**config.mk**
```make
export PLATFORM = sky130hd
export DESIGN_NAME = wb_rr_arbiter_flat
export DESIGN_NICKNAME = d
export VERILOG_FILES = /design/src/rtl/wb_rr_arbiter_if.sv /design/src/rtl/wb_rr_arbiter.sv /design/src/flat_wrapper.sv
export SDC_FILE = /design/constraint.sdc
export NUM_CORES = 1
export LEC_CHECK = 0
export CAP_MARGIN = 15
export CORE_AREA = 2 2 105 107
export CTS_BUF_LIST = sky130_fd_sc_hd__clkbuf_16
export CTS_CLUSTER_DIAMETER = 150
export CTS_CLUSTER_SIZE = 8
export DETAILED_ROUTE_END_ITERATION = 6
export DIE_AREA = 0 0 107 109
export GPL_TIMING_DRIVEN = 0
export REMOVE_ABC_BUFFERS = 1
export SYNTH_ARGS = -nofsm -noshare
export SYNTH_HDL_FRONTEND = slang
export SYNTH_SLANG_ARGS = --single-unit
export TNS_END_PERCENT = 100
```
**constraint.sdc**
```tcl
create_clock -name wb_clk_i -period 3.15 [get_ports wb_clk_i]
set_clock_uncertainty 0.1 [all_clocks]
set_input_delay 0.63 -clock wb_clk_i [delete_from_list [all_inputs] [get_ports wb_clk_i]]
set_output_delay 0.63 -clock wb_clk_i [all_outputs]
set_load 0.01 [all_outputs]
```
**src/rtl/wb_rr_arbiter_if.sv**
```systemverilog
// Bus bundle for wb_rr_arbiter: N Wishbone master ports plus one pipelined slave port.
// The slave modport is the arbiter's view; the master modport is the surrounding system's view.
interface wb_rr_arbiter_if #(
  parameter int N_MASTERS = 2,
  parameter int AXI_WIDTH = 32,
  parameter int AXI_DEPTH = 32
);
  logic [N_MASTERS-1:0]           m_cyc_i;
  logic [N_MASTERS-1:0]           m_stb_i;
  logic [N_MASTERS-1:0]           m_we_i;
  logic [N_MASTERS*AXI_DEPTH-1:0] m_addr_i;
  logic [N_MASTERS*AXI_WIDTH-1:0] m_data_i;
  logic [N_MASTERS-1:0]           m_stall_o;
  logic [N_MASTERS-1:0]           m_ack_o;
  logic [N_MASTERS-1:0]           m_err_o;
  logic [AXI_WIDTH-1:0]           m_data_o;
  logic                           s_cyc_o;
  logic                           s_stb_o;
  logic                           s_we_o;
  logic [AXI_DEPTH-1:0]           s_addr_o;
  logic [AXI_WIDTH-1:0]           s_data_o;
  logic                           s_stall_i;
  logic                           s_ack_i;
  logic [AXI_WIDTH-1:0]           s_data_i;

  modport slave (
    input  m_cyc_i, m_stb_i, m_we_i, m_addr_i, m_data_i, s_stall_i, s_ack_i, s_data_i,
    output m_stall_o, m_ack_o, m_err_o, m_data_o, s_cyc_o, s_stb_o, s_we_o, s_addr_o, s_data_o
  );

  modport master (
    output m_cyc_i, m_stb_i, m_we_i, m_addr_i, m_data_i, s_stall_i, s_ack_i, s_data_i,
    input  m_stall_o, m_ack_o, m_err_o, m_data_o, s_cyc_o, s_stb_o, s_we_o, s_addr_o, s_data_o
  );
endinterface

```
**src/rtl/wb_rr_arbiter.sv**
```systemverilog
// Round-robin arbiter sharing one pipelined Wishbone slave between N masters, with an
// outstanding-strobe throttle. Define WB_RR_ARBITER_TIMEOUT_EN to add the ack watchdog.
module wb_rr_arbiter #(
  parameter int N_MASTERS       = 2,
  parameter int AXI_WIDTH       = 32,
  parameter int AXI_DEPTH       = 32,
  parameter int MAX_OUTSTANDING = 4,
  parameter int TIMEOUT_CYCLES  = 255
) (
  input logic            wb_clk_i,
  input logic            wb_rst_i,
  wb_rr_arbiter_if.slave bus
);
  localparam int IDX_W = $clog2(N_MASTERS);
  localparam int OUT_W = $clog2(MAX_OUTSTANDING + 1);

  if (N_MASTERS < 2 || N_MASTERS > 8 || MAX_OUTSTANDING < 1 || MAX_OUTSTANDING > 16 ||
      (MAX_OUTSTANDING & (MAX_OUTSTANDING - 1)) != 0 || TIMEOUT_CYCLES < 1) begin : g_param_check
    $error("wb_rr_arbiter: illegal parameter combination");
  end

  typedef enum logic {IDLE, OWNED} state_e;

  state_e           state_q, state_d;
  logic [IDX_W-1:0] grant_q, grant_d, ptr_q, ptr_d, pick, cand, grant_next;
  logic [OUT_W-1:0] outstanding_q, outstanding_d;
  logic             owned, full, empty, accept, ack_fwd, timeout;
  int               sel;

  assign owned      = (state_q == OWNED);
  assign full       = (outstanding_q == OUT_W'(MAX_OUTSTANDING));
  assign empty      = (outstanding_q == '0);
  assign grant_next = (grant_q == IDX_W'(N_MASTERS - 1)) ? '0 : grant_q + IDX_W'(1);

  // NOTE: every output gets a default before the branches, so no path can infer a latch.
  always_comb begin
    bus.s_cyc_o   = 1'b0;
    bus.s_stb_o   = 1'b0;
    bus.s_we_o    = 1'b0;
    bus.s_addr_o  = '0;
    bus.s_data_o  = '0;
    bus.m_stall_o = '1;
    bus.m_ack_o   = '0;
    bus.m_data_o  = '0;
    if (owned) begin
      bus.m_data_o = bus.s_data_i;
      for (int k = 0; k < N_MASTERS; k++) begin
        if (grant_q == IDX_W'(k)) begin
          bus.s_cyc_o      = bus.m_cyc_i[k];
          bus.s_stb_o      = bus.m_stb_i[k] && !full;
          bus.s_we_o       = bus.m_we_i[k];
          bus.s_addr_o     = bus.m_addr_i[k*AXI_DEPTH +: AXI_DEPTH];
          bus.s_data_o     = bus.m_data_i[k*AXI_WIDTH +: AXI_WIDTH];
          bus.m_stall_o[k] = bus.s_stall_i || full;
          bus.m_ack_o[k]   = bus.s_ack_i && !empty;
        end
      end
    end
  end

  assign accept  = bus.s_stb_o && !bus.s_stall_i;
  assign ack_fwd = |bus.m_ack_o;

  // First requester at or after the rotation pointer, wrapping.
  always_comb begin
    pick  = ptr_q;
    sel   = 0;
    cand  = '0;
    for (int i = N_MASTERS - 1; i >= 0; i--) begin
      sel = int'(ptr_q) + i;
      if (sel >= N_MASTERS) sel = sel - N_MASTERS;
      cand = IDX_W'(sel);
      if (bus.m_cyc_i[cand]) pick = cand;
    end
  end

  always_comb begin
    state_d       = state_q;
    grant_d       = grant_q;
    ptr_d         = ptr_q;
    outstanding_d = outstanding_q;
    case (state_q)
      IDLE: begin
        if (|bus.m_cyc_i) begin
          state_d = OWNED;
          grant_d = pick;
        end
      end
      OWNED: begin
        // Dropping cyc aborts the cycle: unacked strobes are forgotten.
        if (!bus.s_cyc_o || timeout) begin
          state_d       = IDLE;
          ptr_d         = grant_next;
          outstanding_d = '0;
        end else if (accept && !ack_fwd) begin
          outstanding_d = outstanding_q + OUT_W'(1);
        end else if (!accept && ack_fwd) begin
          outstanding_d = outstanding_q - OUT_W'(1);
        end
      end
      default: state_d = IDLE;
    endcase
  end

  // NOTE: sequential state is updated with <= only, so every flop samples pre-edge values.
  always_ff @(posedge wb_clk_i or posedge wb_rst_i) begin
    if (wb_rst_i) begin
      state_q       <= IDLE;
      grant_q       <= '0;
      ptr_q         <= '0;
      outstanding_q <= '0;
    end else begin
      state_q       <= state_d;
      grant_q       <= grant_d;
      ptr_q         <= ptr_d;
      outstanding_q <= outstanding_d;
    end
  end

`ifdef WB_RR_ARBITER_TIMEOUT_EN
  localparam int TMR_W = $clog2(TIMEOUT_CYCLES + 1);

  logic [TMR_W-1:0]     timer_q, timer_d;
  logic [N_MASTERS-1:0] err_q, err_d;

  // Counts only idle-waiting cycles; any bus progress restarts the watchdog.
  always_comb begin
    timer_d = '0;
    err_d   = '0;
    timeout = 1'b0;
    if (owned && bus.s_cyc_o && !accept && !ack_fwd && !empty) begin
      if (timer_q == TMR_W'(TIMEOUT_CYCLES - 1)) begin
        timeout = 1'b1;
        err_d   = N_MASTERS'(1) << grant_q;
      end else begin
        timer_d = timer_q + TMR_W'(1);
      end
    end
  end

  always_ff @(posedge wb_clk_i or posedge wb_rst_i) begin
    if (wb_rst_i) begin
      timer_q <= '0;
      err_q   <= '0;
    end else begin
      timer_q <= timer_d;
      err_q   <= err_d;
    end
  end

  assign bus.m_err_o = err_q;
`else
  assign timeout     = 1'b0;
  assign bus.m_err_o = '0;
`endif
endmodule

```
**src/flat_wrapper.sv**
```systemverilog
// flat-port wrapper written by rule: the top's interface ports become plain ports
module wb_rr_arbiter_flat 
#(
  parameter int N_MASTERS       = 2,
  parameter int AXI_WIDTH       = 32,
  parameter int AXI_DEPTH       = 32,
  parameter int MAX_OUTSTANDING = 4,
  parameter int TIMEOUT_CYCLES  = 255
)
  (wb_clk_i, wb_rst_i, bus_m_cyc_i, bus_m_stb_i, bus_m_we_i, bus_m_addr_i, bus_m_data_i, bus_s_stall_i, bus_s_ack_i, bus_s_data_i, bus_m_stall_o, bus_m_ack_o, bus_m_err_o, bus_m_data_o, bus_s_cyc_o, bus_s_stb_o, bus_s_we_o, bus_s_addr_o, bus_s_data_o);
  wb_rr_arbiter_if #(.N_MASTERS(N_MASTERS), .AXI_WIDTH(AXI_WIDTH), .AXI_DEPTH(AXI_DEPTH)) bus_i ();
  input logic wb_clk_i;
  input logic wb_rst_i;
  input wire logic [$bits(bus_i.m_cyc_i)-1:0] bus_m_cyc_i;
  input wire logic [$bits(bus_i.m_stb_i)-1:0] bus_m_stb_i;
  input wire logic [$bits(bus_i.m_we_i)-1:0] bus_m_we_i;
  input wire logic [$bits(bus_i.m_addr_i)-1:0] bus_m_addr_i;
  input wire logic [$bits(bus_i.m_data_i)-1:0] bus_m_data_i;
  input wire logic [$bits(bus_i.s_stall_i)-1:0] bus_s_stall_i;
  input wire logic [$bits(bus_i.s_ack_i)-1:0] bus_s_ack_i;
  input wire logic [$bits(bus_i.s_data_i)-1:0] bus_s_data_i;
  output wire logic [$bits(bus_i.m_stall_o)-1:0] bus_m_stall_o;
  output wire logic [$bits(bus_i.m_ack_o)-1:0] bus_m_ack_o;
  output wire logic [$bits(bus_i.m_err_o)-1:0] bus_m_err_o;
  output wire logic [$bits(bus_i.m_data_o)-1:0] bus_m_data_o;
  output wire logic [$bits(bus_i.s_cyc_o)-1:0] bus_s_cyc_o;
  output wire logic [$bits(bus_i.s_stb_o)-1:0] bus_s_stb_o;
  output wire logic [$bits(bus_i.s_we_o)-1:0] bus_s_we_o;
  output wire logic [$bits(bus_i.s_addr_o)-1:0] bus_s_addr_o;
  output wire logic [$bits(bus_i.s_data_o)-1:0] bus_s_data_o;
  assign bus_i.m_cyc_i = bus_m_cyc_i;
  assign bus_i.m_stb_i = bus_m_stb_i;
  assign bus_i.m_we_i = bus_m_we_i;
  assign bus_i.m_addr_i = bus_m_addr_i;
  assign bus_i.m_data_i = bus_m_data_i;
  assign bus_i.s_stall_i = bus_s_stall_i;
  assign bus_i.s_ack_i = bus_s_ack_i;
  assign bus_i.s_data_i = bus_s_data_i;
  assign bus_m_stall_o = bus_i.m_stall_o;
  assign bus_m_ack_o = bus_i.m_ack_o;
  assign bus_m_err_o = bus_i.m_err_o;
  assign bus_m_data_o = bus_i.m_data_o;
  assign bus_s_cyc_o = bus_i.s_cyc_o;
  assign bus_s_stb_o = bus_i.s_stb_o;
  assign bus_s_we_o = bus_i.s_we_o;
  assign bus_s_addr_o = bus_i.s_addr_o;
  assign bus_s_data_o = bus_i.s_data_o;
  wb_rr_arbiter #(.N_MASTERS(N_MASTERS), .AXI_WIDTH(AXI_WIDTH), .AXI_DEPTH(AXI_DEPTH), .MAX_OUTSTANDING(MAX_OUTSTANDING), .TIMEOUT_CYCLES(TIMEOUT_CYCLES)) u_core (.wb_clk_i(wb_clk_i), .wb_rst_i(wb_rst_i), .bus(bus_i));
endmodule
```
# Yosys cells after proc, flatten, opt, wreduce, memory -nomap -nowiden
# Cells that the tools add are included.
# word_totals
register_bits,6
latch_bits,0
mem_bits_rw,0
rom_bits,0
elab_cells,68
n_memories,0
# op_classes
addsub,6
mul,0
n_div,0
order_cmp,4
n_eq_ne,2
n_shift,0
mux,32
bitwise_logic,2
n_reduce_logical,18
# ops
cell,n
$mux W32,5
$mux W1,21
$mux W3,3
$logic_and A1 B1 Y1,6
$reduce_and A2 Y1,3
$logic_not A1 Y1,5
$lt A1 B2 Y1 const B,2
$mux W2,2
$reduce_or A2 Y1,2
$add A3 B1 Y3 const B,1
$eq A3 B3 Y1 const B,1
$logic_not A3 Y1,1
$ne A3 B1 Y1 const B,1
$sub A3 B1 Y3 const B,1
$add A1 B1 Y2 const B,1
$ge A1 B2 Y1 const B,1
$ge A2 B2 Y1 const B,1
$not A1 Y1,2
$pmux W1 S2,1
$sub A1 B1 Y1 const B,2
$add A1 B1 Y1 const B,1
$logic_or A1 B1 Y1,1

# Longest topological paths before layout
# depth
depth_word,11
mapped_depth,9
depth_no_buf,8

# Worst setup path before layout
# No wires, ideal clock.
# synth_path
path_type,input -> register
start,in bus_m_stb_i[1]
end,reg u_core.outstanding_q[2]
arrival_ps,2168
required_ps,2981
setup_slack_ps,814
cell_stages,7
path_cell_list,mux2i_1 -> nor3_1 -> ha_1 -> fa_1 -> xnor2_1 -> or4_1 -> nand3_1
# synth_via
elab_chain_cells,8
elab_cells_between_ends,11
# synth_lines
element,line_no,rtl
from (decl),flat_wrapper.sv:15,input wire logic [$bits(bus_i.m_stb_i)-1:0] bus_m_stb_i;
$logic_and A1 B1 Y1 (*),wb_rr_arbiter.sv:50,bus.s_stb_o = bus.m_stb_i[k] && !full;
$mux W1 (*),wb_rr_arbiter.sv:48,if (grant_q == IDX_W'(k)) begin
$mux W1 (*),wb_rr_arbiter.sv:45,if (owned) begin
$logic_and A1 B1 Y1 (*),wb_rr_arbiter.sv:61,assign accept = bus.s_stb_o && !bus.s_stall_i;
$logic_not A1 Y1,wb_rr_arbiter.sv:97,end else if (!accept && ack_fwd) begin
$logic_and A1 B1 Y1,wb_rr_arbiter.sv:97,
$ne A3 B1 Y1 (no line),-,
$reduce_and A2 Y1 (no line),-,
to (signal assigned),wb_rr_arbiter.sv:116,outstanding_q <= outstanding_d;
to (decl),wb_rr_arbiter.sv:26,"logic [OUT_W-1:0] outstanding_q, outstanding_d;"
# Every way passes the cells marked *; elsewhere a longest branch is shown, timed or not.
# A chain may end at the register's enable or synchronous reset.

# Worst setup path after layout
# layout_path
start,"reg u_core.state_q, in the netlist u_core.owned"
end,reg u_core.outstanding_q[2]
# layout_via
elab_chain_cells,6
elab_cells_between_ends,13
# layout_lines
element,line_no,rtl
from (decl),wb_rr_arbiter.sv:24,"state_e state_q, state_d;"
from (signal assigned),wb_rr_arbiter.sv:113,state_q <= state_d;
$mux W2 / $mux W1 (equally long branches),wb_rr_arbiter.sv:45,
$reduce_or A2 Y1 / $logic_and A1 B1 Y1 (equally long branches),"wb_rr_arbiter.sv:62, wb_rr_arbiter.sv:61",
"$logic_not A1 Y1, on equally long branches","wb_rr_arbiter.sv:95, wb_rr_arbiter.sv:97",
"$logic_and A1 B1 Y1, on equally long branches","wb_rr_arbiter.sv:95, wb_rr_arbiter.sv:97",
$ne A3 B1 Y1 (no line) / $mux W3 (equally long branches),-,
$reduce_and A2 Y1 (no line) / $mux W3 (equally long branches),-,
# Several ways; a longest one is shown, not always the timed one.

==> out/results.ini <==
[setup_path]
reg2reg_depth = 9
critPathBufInv = 2
reg2reg_from = u_core.owned$_DFF_PP0_
crit_slowest_cell = dfrtp_4
critPathMaxStageDelay_ps = 610
worst_ep_required_time_ps = 3210
cp.arrival_ps = 3020
ff2ff_setup_slack_ps = 200
worst-path-stages = 9
critPathCapture = u_core.outstanding_q[2]$_DFFE_PP0P_
crit_family = adder cells
r2r-end = u_core.outstanding_q[2]$_DFFE_PP0P_
crit_type = flip-flop to flip-flop
crit_chain = inv_6 -> buf_16 -> a31o_2 -> nor3_1 -> ha_1 -> fa_1 -> xnor2_1 -> or4_1 -> nand3_1
startpoint = u_core.owned$_DFF_PP0_
cp_max_fo = 44
worstSetupEndpointType = flip-flop
start_kind = flip-flop

[clock_tree]
cts_tree = done
clk_pin_slew_ps = 30
clkLatencyLatePin_ps = 230
cts_root_buffer = clkbuf_16
htree_levels = 1
cts_max_path_buffers = 2
cts_sinks = 6
cts-buffers-inserted = 3

[power]
p_clk_frac = 0.098
irDropWorstVdd_uv = 253
p_leak_nw = 1.93
comb_power_share = 0.793
p_int_mw = 1.32
switching_share = 0.396
power_mw = 2.19
power_density_nw_per_um2 = 483
p_switching_mw = 0.869
p_seq_frac = 0.109

[global_routing]
grt_overflow = 0
antenna_found_initial = 0
busiest_layer = met2
grt_pass1_wl_mm = 11.9
grtUsageMet3 = 0.0389
grt_max_degree = 45
grt_pass1_vias = 2422
grt_usage = 0.127
globalRouteMet2Util = 0.254
use_met1 = 0.127

[floorplan]
dieArea_um2 = 11700
boundaryPins = 275
core_area_um2 = 10600
die_w_um = 107
start_util = 0.151
rows = 38
die_h_um = 109

[place]
post-place-ws_ps = -363
dpl.cell_count = 624
dp_hpwl_mm = 7.10
gp_congestion = 0.721
port_buffers = 272

[sta]
period_share = 0.938
fmax_mhz = 338
worstMarginPinSlew_ps = 785
period_minus_slack_ps = 2950
drv_slew = 0
worst_slack_ps = 196
finalSetupViolCount = 0
rsz0062_at_grt = false
final.setup.tns_ps = 0
relSlewSlack = 0.470
hold_viol_final = 0

[layout]
regArea_um2 = 158
antenna_cells = 0
final_util = 0.429
multi_input_area_um2 = 1330
layoutNonFillerInstCount = 628
nets = 661
area_growth_pct = 184
fillers = 1079
drive_above_1_share = 0.0205
layout_common_cells = clkdlybuf4s50_1, nor2_1, mux2i_1
layout_commonest_cell = clkdlybuf4s50_1

[route]
wl_per_cell_um = 13.1
antenna_left = 0
route.vias.total = 2556
drc = 0
drtIter0Drc = 89
dr.pass1.iters = 4
viasPerCell = 4.07
drt_wl_total_mm = 8.24

[yosys]
netlist_instances = 230
ys_types = 29
ys_seq_elements = 6
ys_seq_area_frac = 0.0940
yosys_warnings = 0
syn_area_um2 = 1600
syn_area_per_cell_um2 = 6.95

[job]
drv_cap = 0

[worst_hold_path]
hold_path.class = flip-flop to flip-flop

[status]
status = complete, no violations

[state kept, by name, summed over array words and instances, names as in the netlist]
register,cells
u_core.grant_q,1
u_core.outstanding_q,3
u_core.owned,1
u_core.ptr_q,1
[cell usage after synthesis]
master / n / area (µm²)
fa_1: 1 / 20.0
o311ai_0: 1 / 8.76
a21oi_1: 4 / 20.0
a311oi_1: 1 / 8.76
mux2_2: 1 / 11.3
mux2i_1: 67 / 671
ha_1: 1 / 12.5
inv_2: 1 / 3.75
nand2_1: 5 / 18.8
conb_1: 1 / 3.75
o21ai_0: 2 / 10.0
nor3_1: 1 / 5.00
xnor2_1: 1 / 8.76
dfrtp_1: 6 / 150
nand3_1: 1 / 5.00
o211ai_1: 1 / 7.51
or4_1: 1 / 7.51
nor2_1: 69 / 259
buf_2: 8 / 40.0
clkbuf_1: 10 / 37.5
o21bai_1: 1 / 7.51
buf_4: 3 / 22.5
a31oi_1: 1 / 6.26
nand2b_1: 1 / 6.26
o32ai_1: 1 / 8.76
inv_1: 6 / 22.5
a31o_2: 1 / 8.76
and2_1: 32 / 200
nor4_1: 1 / 6.26
[routing by layer]
layer  share of wire  wire length, µm
met2            0.52             4290
met4           0.012               95
met1            0.35             2870
met3            0.12              978
met5               0                0
[power by group through the flow]
stage	Clock, mW	Combinational [mW]	Sequential [mW]
after floorplan	0	0.796	0.276
after global placement	0	1.70	0.331
after detailed placement	0	1.76	0.236
after CTS	0.217	1.77	0.238
after global routing	0.222	1.87	0.258
final	0.214	1.74	0.240
[repair_timing]
item	4_1_cts	5_1_grt
setup buffers	0	0
pin swaps	0	0
setup endpoints to repair	70	4
hold buffers	0	0
resized for setup	2	2
[logic make-up after synthesis]
| kind of cell | Yosys count | synth area share |
|---|---|---|
| xor gates and xnor gates | 1 | 0.00548 |
| buffers and inverters | 28 | 0.0791 |
| and+or+nand+nor | 111 | 0.318 |
| muxes | 68 | 0.427 |
| adders and majority gates | 2 | 0.0204 |
| AOI/OAI and AO/OA | 13 | 0.0540 |
| other | 1 | 0.00235 |
| DFF | 6 | 0.0940 |
[worst min-delay path by stage]
| stage | slack, ps | end | start | cells after the start |
|---|---|---|---|---|
| floorplan | 320 | u_core.grant_q$_DFFE_PP0P_ | wb_rst_i | 1 |
| global placement | 420 | u_core.ptr_q$_DFFE_PP0P_ | u_core.ptr_q$_DFFE_PP0P_ | 2 |
| detailed placement | 420 | u_core.ptr_q$_DFFE_PP0P_ | u_core.ptr_q$_DFFE_PP0P_ | 2 |
| CTS | 430 | u_core.ptr_q$_DFFE_PP0P_ | u_core.ptr_q$_DFFE_PP0P_ | 2 |
| global route | 470 | u_core.ptr_q$_DFFE_PP0P_ | u_core.ptr_q$_DFFE_PP0P_ | 2 |
| finish | 430 | u_core.ptr_q$_DFFE_PP0P_ | u_core.ptr_q$_DFFE_PP0P_ | 2 |
[final cells by class]
type,instances,area share
inverter,7,0.00688
sequential,6,0.0347
clock inverter,1,0.000826
tap,140,0.0385
multi-input combinational,197,0.291
timing repair buffer,274,0.611
clock buffer,3,0.0165
[stage by stage]
step                      cell area [µm²]  hold WS, ps
after global routing                 4550          474
after detailed placement             4460          424
after global placement               4400          423
after floorplan                      1500          321
final                                4550          434
after CTS                            4540          431
[tightest hold or removal path: cells and delay by family, from the launching register on]
family          cells  cell delay [ps]
flops               1              350
compound gates      2              150
Power figures use the tool's default switching activity.
